<file path="src/rtl/dcls_fault_ctrl.sv">
`default_nettype none
// ============================================================================
// Module   : dcls_fault_ctrl
// Purpose  : Fault handling and configuration control for the dual-core
//            lockstep comparator. Owns the lockstep delay setting, blanks
//            comparison while the delayed core realigns, debounces the
//            comparator mismatch into transient / persistent faults, runs a
//            bounded number of core-reset recoveries and then latches a
//            sticky safe state.
// Ports    : clk, rst_n              - clock, async active-low reset
//            cfg_delay/valid/ready   - delay configuration handshake
//            error, error_vector     - comparator mismatch inputs
//            delay_sel               - lockstep delay to the comparator
//            core_rst_req            - reset request to both cores
//            fault_transient         - pulse: mismatch cleared before confirm
//            fault_permanent         - sticky: retries exhausted
//            safe_state              - sticky: system must go safe
//            err_count, err_signals  - error log outputs
// Options  : DCLS_ERR_LOG_EN - when defined, err_count / err_signals are
//            built; otherwise both are tied to 0.
// Revision : 1.0 - initial release
// ============================================================================
module dcls_fault_ctrl #(
  parameter int NUM_SIGNALS    = 4,
  parameter int PERSIST_CYCLES = 3,
  parameter int RECOVER_CYCLES = 8,
  parameter int MAX_RETRIES    = 2,
  parameter int CLEAN_CYCLES   = 64,
  parameter int ERR_CNT_W      = 8
) (
  input  logic                   clk,
  input  logic                   rst_n,
  input  logic [1:0]             cfg_delay,
  input  logic                   cfg_valid,
  output logic                   cfg_ready,
  input  logic                   error,
  input  logic [NUM_SIGNALS-1:0] error_vector,
  output logic [1:0]             delay_sel,
  output logic                   core_rst_req,
  output logic                   fault_transient,
  output logic                   fault_permanent,
  output logic                   safe_state,
  output logic [ERR_CNT_W-1:0]   err_count,
  output logic [NUM_SIGNALS-1:0] err_signals
);

  localparam int PW = $clog2(PERSIST_CYCLES + 1);
  localparam int RC = $clog2(RECOVER_CYCLES + 1);
  localparam int RW = $clog2(MAX_RETRIES + 2);
  localparam int CW = $clog2(CLEAN_CYCLES + 1);

  localparam logic [PW-1:0] PERSIST_LAST = PW'(PERSIST_CYCLES - 1);
  localparam logic [RC-1:0] RECOVER_LAST = RC'(RECOVER_CYCLES - 1);
  localparam logic [RW-1:0] RETRY_MAX    = RW'(MAX_RETRIES);
  localparam logic [CW-1:0] CLEAN_LAST   = CW'(CLEAN_CYCLES - 1);

  typedef enum logic [2:0] {
    ST_RUN     = 3'd0,
    ST_CONFIRM = 3'd1,
    ST_RECOVER = 3'd2,
    ST_BLANK   = 3'd3,
    ST_SAFE    = 3'd4
  } state_t;

  state_t          state;
  logic [PW-1:0]   persist_cnt;
  logic [RC-1:0]   recover_cnt;
  logic [RW-1:0]   retry_cnt;
  logic [CW-1:0]   clean_cnt;
  logic [2:0]      blank_cnt;

  // Error has priority over configuration: no handshake while mismatching.
  assign cfg_ready = (state == ST_RUN) && !error;

  always_ff @(posedge clk or negedge rst_n) begin
    if (!rst_n) begin
      state           <= ST_RUN;
      persist_cnt     <= '0;
      recover_cnt     <= '0;
      retry_cnt       <= '0;
      clean_cnt       <= '0;
      blank_cnt       <= '0;
      delay_sel       <= 2'd0;
      core_rst_req    <= 1'b0;
      fault_transient <= 1'b0;
      fault_permanent <= 1'b0;
      safe_state      <= 1'b0;
    end else begin
      fault_transient <= 1'b0;
      case (state)
        ST_RUN: begin
          if (error) begin
            state       <= ST_CONFIRM;
            persist_cnt <= PW'(1);
            clean_cnt   <= '0;
          end else if (cfg_valid) begin
            delay_sel <= cfg_delay;
            blank_cnt <= '0;
            clean_cnt <= '0;
            state     <= ST_BLANK;
          end else if (clean_cnt == CLEAN_LAST) begin
            // Counter holds at its last value; every further clean cycle
            // keeps the retry budget fully restored.
            retry_cnt <= '0;
          end else begin
            clean_cnt <= clean_cnt + CW'(1);
          end
        end

        ST_CONFIRM: begin
          if (error) begin
            if (persist_cnt == PERSIST_LAST) begin
              if (retry_cnt < RETRY_MAX) begin
                retry_cnt    <= retry_cnt + RW'(1);
                recover_cnt  <= '0;
                core_rst_req <= 1'b1;
                state        <= ST_RECOVER;
              end else begin
                safe_state      <= 1'b1;
                fault_permanent <= 1'b1;
                state           <= ST_SAFE;
              end
            end else begin
              persist_cnt <= persist_cnt + PW'(1);
            end
          end else begin
            fault_transient <= 1'b1;
            state           <= ST_RUN;
          end
        end

        ST_RECOVER: begin
          // core_rst_req was raised on entry, so it spans RECOVER_CYCLES
          // cycles when dropped on the RECOVER_LAST count.
          if (recover_cnt == RECOVER_LAST) begin
            core_rst_req <= 1'b0;
            blank_cnt    <= '0;
            state        <= ST_BLANK;
          end else begin
            recover_cnt <= recover_cnt + RC'(1);
          end
        end

        ST_BLANK: begin
          clean_cnt <= '0;
          if (blank_cnt == ({1'b0, delay_sel} + 3'd1)) begin
            state <= ST_RUN;
          end else begin
            blank_cnt <= blank_cnt + 3'd1;
          end
        end

        ST_SAFE: begin
          // Sticky until rst_n.
        end

        default: begin
          // Illegal encoding is treated as an unrecoverable fault.
          safe_state      <= 1'b1;
          fault_permanent <= 1'b1;
          core_rst_req    <= 1'b0;
          state           <= ST_SAFE;
        end
      endcase
    end
  end

`ifdef DCLS_ERR_LOG_EN
  logic log_sample;
  logic log_transient;

  assign log_sample    = error && ((state == ST_RUN) || (state == ST_CONFIRM));
  assign log_transient = (state == ST_CONFIRM) && !error;

  always_ff @(posedge clk or negedge rst_n) begin
    if (!rst_n) begin
      err_count   <= '0;
      err_signals <= '0;
    end else begin
      if (log_sample) begin
        err_signals <= err_signals | error_vector;
      end
      if (log_transient && (err_count != {ERR_CNT_W{1'b1}})) begin
        err_count <= err_count + ERR_CNT_W'(1);
      end
    end
  end
`else
  logic unused_log_inputs;

  assign unused_log_inputs = ^error_vector;
  assign err_count         = '0;
  assign err_signals       = '0;
`endif

endmodule
`default_nettype wire

</file>
<file path="config.mk">
export PLATFORM = sky130hd
export DESIGN_NAME = dcls_fault_ctrl
export DESIGN_NICKNAME = d
export VERILOG_FILES = /design/src/rtl/dcls_fault_ctrl.sv
export SDC_FILE = /design/constraint.sdc
export NUM_CORES = 1
export LEC_CHECK = 0
export ABC_CLOCK_PERIOD_IN_PS = 2200
export CORE_ASPECT_RATIO = 1.25
export CORE_MARGIN = 2
export CORE_UTILIZATION = 35
export CTS_CLUSTER_DIAMETER = 80
export DETAILED_ROUTE_END_ITERATION = 10
export GPL_ROUTABILITY_DRIVEN = 0
export PLACE_DENSITY = 0.61
export SLEW_MARGIN = 20
export SYNTH_ARGS = -nofsm -noshare
export SYNTH_HDL_FRONTEND = slang
export SYNTH_SLANG_ARGS = --single-unit
export TNS_END_PERCENT = 5
</file>
<file path="constraint.sdc">
create_clock -name clk -period 2.2 [get_ports clk]
set_input_delay 0.44 -clock clk [delete_from_list [all_inputs] [get_ports clk]]
set_output_delay 0.44 -clock clk [all_outputs]
set_load 0.05 [all_outputs]
</file>
==> results of run 1 <==
[synthesized netlist by cell type, types with 3 or more instances]
master	number	share of area, %
o21ai_0	14	4.4
buf_4	14	6.6
a22o_1	4	2.2
clkbuf_1	3	0.71
and3_1	3	1.2
a21oi_1	7	2.2
nor2b_1	3	1.2
a31oi_1	4	1.6
nand3_1	5	1.6
dfrtp_1	26	41
xor2_1	4	2.2
mux2_2	4	2.8
nor3_1	3	0.94
inv_1	8	1.9
nor2_1	8	1.9
nand2_1	17	4.0
nor3b_1	3	1.4
ha_1	5	3.9
[worst max-delay path: stages, from the launching register on]
cell and delay [ns]:
dfrtp_2 0.51, or3_1 0.52, nor2_2 0.21, buf_12 0.16
[routing by layer]
layer,vias up,GRT usage [%],share of wire [%]
li1,634,-,-
met1,600,17.32,47
met2,28,23.02,49
met3,4,1.693,2.7
met4,0,4.468,1.2
met5,-,0,0
[area by class of cell]
cell class                      count  area (µm²)  area share, %
Multi-Input combinational cell    129       818.3          44.25
Sequential cell                    26       651.9          35.25
Timing Repair Buffer               26       235.2          12.72
Tap cell                           58       72.57          3.924
Clock buffer                        3       41.29          2.233
Inverter                            8       30.03          1.624
[power by group]
| part | switching, mW | leakage, nW | internal, mW |
|---|---|---|---|
| sequential | 0.193 | 0.333 | 0.646 |
| combinational | 0.777 | 0.476 | 0.581 |
| clock | 0.144 | 0.0216 | 0.123 |
| total | 1.11 | 0.831 | 1.35 |
[timing repair]
| action | CTS | global route |
|---|---|---|
| endpoints found under the setup margin | 0 | 1 |
| buffers inserted | 0 | 0 |
| gates resized for setup | 0 | 1 |
[state kept, by name, indices dropped and copies added, names as in the netlist]
register         cells
persist_cnt          2
delay_sel            2
retry_cnt            2
state                3
fault_transient      1
blank_cnt            3
core_rst_req         1
recover_cnt          4
safe_state           1
clean_cnt            7
[cell families after synthesis]
kind of cell	synth area share, %
mux	3.456
other cells	0.2354
fa+ha+maj	3.928
flops	40.85
buf+inv	10.53
xor+xnor	2.749
compound gates	20.03
simple gates	18.22
[worst paths after layout]
kind	start	to	slack [ns]
max	state[2]$_DFFE_PN0P_	cfg_ready	0.1
min	safe_state$_DFFE_PN0P_	safe_state$_DFFE_PN0P_	0.51
max reg2reg	persist_cnt[0]$_DFFE_PN0P_	state[0]$_DFFE_PN0P_	0.27
min reg2reg	safe_state$_DFFE_PN0P_	safe_state$_DFFE_PN0P_	0.51
max in group asynchronous	rst_n	state[2]$_DFFE_PN0P_	1.40
min in group asynchronous	rst_n	safe_state$_DFFE_PN0P_	0.53
[through the flow]
stage / cell area [µm²] / hold slack (ns) / utilization (%) / power (mW)
final: 1849 / 0.5087 / 42.11 / 2.464
after global routing: 1849 / 0.5371 / 42.11 / 2.666
after CTS: 1848 / 0.5173 / 42.08 / 2.488
after detailed placement: 1807 / 0.4935 / 41.14 / 2.212
after global placement: 1807 / 0.4820 / 41.14 / 2.194
after floorplan: 1637 / 0.1444 / - / 1.832
==> impl_metrics.json, run 1 <==
{
  "status": "finished clean",
  "clockBufferDepth": 2,
  "grt_pass1_vias": 1233,
  "cts_buffers": 3,
  "seq_area_frac_synth_pct": 40.85,
  "cts_root_buf": "clkbuf_8",
  "grt_antenna_before_repair": 0,
  "cts_tree": "built",
  "worst_setup_path_end_kind": "output pin",
  "fin_nets": 209,
  "die-area_mm2": 0.005109,
  "place.detailed.hpwl_um": 2343,
  "ant_nets": 0,
  "fmaxAchievable_ghz": 0.4751,
  "min_period_ns": 2.105,
  "maxCapViolations": 0,
  "drt_iter0_markers": 67,
  "hold_viol": 0,
  "clk_latency_ns": 0.27,
  "row_count": 27,
  "synth_cell_types": 45,
  "ys_seq_elements": 26,
  "htree_num_levels": 1,
  "stdcell_count": 250,
  "grt_usage_pct": 13.39,
  "drive_above_1_share_pct": 14.06,
  "layout_common_cells": "dfrtp_1 (25), nand2_1 (17), o21ai_0 (14), buf_4 (14), conb_1 (12)",
  "finalMaxSlewViolations": 0,
  "netlist_area_mm2": 0.001593,
  "clk_transition_reported_paths_ns": 0.08,
  "overflow": 0,
  "setup_slack_ns": 0.09536,
  "worst_pin_slew_ns": 0.4978,
  "n_fill_cell": 451,
  "r2r_cells": 6,
  "syn2layout_area_growth_pct": 16.10,
  "hold_class": "flop to flop",
  "yosys_warnings": 0,
  "postSynthAreaPerCell_um2": 9.260,
  "cts.sinks": 26,
  "rsz0062_at_grt": "no",
  "antenna_cells": 0,
  "max-slew-margin-rel_pct": 66.39,
  "wl_per_cell_um": 12.61,
  "critPathKind": "flop to output pin",
  "dr_total_vias": 1266,
  "whs_path_depth": 1,
  "grt_max_degree": 27,
  "power_density_mw_per_mm2": 1333,
  "leakagePower_nw": 0.8310,
  "ios": 29,
  "portBuffers": 12,
  "totalWireLength_um": 3153,
  "peakVddDrop_mv": 0.6071,
  "synth-edff-count": 0,
  "period_share_pct": 95.67,
  "ys.flop_type": "dfrtp_1",
  "arrival_ns": 1.66,
  "synthCells": 172,
  "mostFrequentLayoutCell": "dfrtp_1",
  "die_h_um": 79.42,
  "fin_worst_skew_ns": 0.002474,
  "finalSetupTns_ns": 0,
  "postCtsHoldBufs": 0,
  "worstSetupStartpointType": "flop",
  "dr.pass1.iters": 4,
  "finalSetupViolations": 0,
  "core_area_mm2": 0.004392,
  "via_per_inst": 5.064,
  "die_w_um": 64.34,
  "place_ws_ns": -0.06038,
  "path_max_fanout": 15,
  "dp_cells": 247,
  "async_flop_share_pct": 100.0,
  "remaining_drc_errors": 0,
  "grt_pass1_wl_um": 5451,
  "start_util_pct": 36.27,
  "cp.required_ns": 1.76
}
No activity file was read; power rests on OpenSTA's default activity.
==> run 2, diff against run 1 <==
--- a/config.mk
+++ b/config.mk
@@ -12,6 +12,7 @@
 export CTS_CLUSTER_DIAMETER = 80
 export DETAILED_ROUTE_END_ITERATION = 10
 export GPL_ROUTABILITY_DRIVEN = 0
+export HOLD_SLACK_MARGIN = 0.06
 export PLACE_DENSITY = 0.61
 export SLEW_MARGIN = 20
 export SYNTH_ARGS = -nofsm -noshare
==> constraint.sdc (replaced) <==
create_clock -name clk -period 2.2 [get_ports clk]
set_input_delay 0.44 -clock clk [delete_from_list [all_inputs] [get_ports clk]]
set_output_delay 0.44 -clock clk [all_outputs]
set_load 0.01 [all_outputs]
==> impl_metrics.json, run 2 (synthesis results as in run 1) <==
{
  "met3_usage_pct": 1.693,
  "grt_usage_pct": 14.47,
  "regMostFlops": "clean_cnt",
  "cts.sinks": 26,
  "drt_iter0_markers": 52,
  "reg.largest.list": "clean_cnt (7), recover_cnt (4)",
  "pwr-share-comb_pct": 51.9,
  "htree_num_levels": 1,
  "grt_max_degree": 27,
  "grt_use_met1_pct": 17.17,
  "finalPower_mw": 2.327,
  "die-area_mm2": 0.005109,
  "internal_power_mw": 1.383,
  "ant_nets": 0,
  "grt_antenna_before_repair": 0,
  "regArea_um2": 650.6,
  "worst_setup_path_end_kind": "flop",
  "mostFrequentLayoutCell": "dfrtp_1",
  "n_fill_cell": 465,
  "clockBufferDepth": 2,
  "portBuffers": 12,
  "fin_area_mm2": 0.001878,
  "die_w_um": 64.34,
  "fin_worst_skew_ns": 0.008026,
  "dr_total_vias": 1304,
  "finalMaxSlewViolations": 0,
  "sw_frac_of_total_pct": 40.56,
  "multi_input_area_um2": 815.8,
  "totalWireLength_um": 3356,
  "cts_tree": "built",
  "ctsResizeCount": 1,
  "syn2layout_area_growth_pct": 17.91,
  "peakVddDrop_mv": 0.6465,
  "largest_reg_flops": 7,
  "power.switching_mw": 0.9441,
  "critPathKind": "input port to flop",
  "period_share_pct": 90.50,
  "hold_class": "flop to flop",
  "overflow": 0,
  "dr.pass1.iters": 4,
  "status": "finished clean",
  "layout_common_cells": "dfrtp_1 (26), buf_4 (18), nand2_1 (17)",
  "cts_buffers": 3,
  "arrival_ns": 2.21,
  "clk_transition_reported_paths_ns": 0.09,
  "die_h_um": 79.42,
  "cts_root_buf": "clkbuf_8",
  "dpl-instance-area_mm2": 0.001824,
  "grt_pass1_vias": 1255,
  "wl_per_cell_um": 13.16,
  "p_seq_share_pct": 34.2,
  "worstSetupStartpointType": "input port",
  "row_count": 27,
  "clk_latency_ns": 0.28,
  "postCtsSetupBuffers": 0,
  "finalSetupViolations": 0,
  "ios": 29,
  "fmaxAchievable_ghz": 0.5023,
  "busiest_layer": "met2",
  "antenna_cells": 0,
  "maxCapViolations": 0,
  "p_clk_share_pct": 13.9,
  "finalSetupTns_ns": 0,
  "core_area_mm2": 0.004392,
  "place.detailed.hpwl_um": 2421,
  "cp.required_ns": 2.42,
  "power_density_mw_per_mm2": 1239,
  "grt_pass1_wl_um": 5754,
  "fin_nets": 213,
  "hold_viol": 0,
  "start_util_pct": 36.27,
  "remaining_drc_errors": 0,
  "use_met2_pct": 26.04,
  "path_max_fanout": 8,
  "leakagePower_nw": 0.8583,
  "min_period_ns": 1.991,
  "drive_above_1_share_pct": 14.72,
  "postCtsHoldBufs": 0,
  "rsz0062_at_grt": "no",
  "via_per_inst": 5.114
}
[run 2: worst max-delay path, cell delays in order]
cell and delay, ns:
clkdlybuf4s50_1 0.57, buf_4 0.18, nor4bb_1 0.40, a32oi_1 0.26, o21ai_0 0.22, a22o_1 0.14
[run 2: power by group through the flow]
stage               clock network (mW)  logic (mW)  registers (mW)
global placement                     0        1.20           0.798
detailed placement                   0        1.22           0.801
CTS                              0.336        1.22           0.794
floorplan                            0       0.833           0.791
global route                     0.348        1.36           0.817
finish                           0.323        1.21           0.796
[run 2: worst paths after layout]
check / slack, ns / start / endpoint / cells past startpoint
setup / recovery: 0.21 / error / recover_cnt[3]$_DFFE_PN0P_ / 6
hold / removal: 0.50 / clean_cnt[6]$_DFFE_PN0P_ / clean_cnt[6]$_DFFE_PN0P_ / 2
setup reg to reg: 0.30 / delay_sel[0]$_DFFE_PN0P_ / blank_cnt[2]$_DFFE_PN0P_ / 5
hold reg to reg: 0.50 / clean_cnt[6]$_DFFE_PN0P_ / clean_cnt[6]$_DFFE_PN0P_ / 2
max in group asynchronous: 1.41 / rst_n / persist_cnt[0]$_DFFE_PN0P_ / 2
min in group asynchronous: 0.52 / rst_n / clean_cnt[3]$_DFFE_PN0P_ / 2
[run 2: cell type report]
type | instances | area share (%)
clock buffer | 4 | 2.931
timing repair buffer | 30 | 13.52
multi-input combinational | 129 | 43.44
tap | 58 | 3.864
inverter | 8 | 1.599
sequential | 26 | 34.64
[run 2: layer usage]
metal  part of all wire, %  vias up
met5                     0        -
met4                   2.0        0
met3                   2.1        6
met2                    50       20
met1                    46      635
li1                      -      643
[run 2: per-stage QoR]
stage | util (%) | hold slack [ns] | instances | setup slack, ns
4_1_cts | 42.76 | 0.5042 | 255 | 0.2220
2_1_floorplan | - | 0.1444 | 183 | 0.3658
3_3_place_gp | 41.54 | 0.4819 | 251 | -0.07114
3_5_place_dp | 41.54 | 0.4893 | 251 | -0.06514
6_report | 42.76 | 0.4994 | 255 | 0.2090
5_1_grt | 42.76 | 0.5190 | 255 | 0.08967
==> run 3, diff against run 2 <==
--- a/config.mk
+++ b/config.mk
@@ -9,7 +9,6 @@
 export CORE_ASPECT_RATIO = 1.25
 export CORE_MARGIN = 2
 export CORE_UTILIZATION = 35
-export CTS_CLUSTER_DIAMETER = 80
 export DETAILED_ROUTE_END_ITERATION = 10
 export GPL_ROUTABILITY_DRIVEN = 0
 export HOLD_SLACK_MARGIN = 0.06
==> results of run 3 <==
The final DEF is identical to that of run 2; final timing and power are the same.
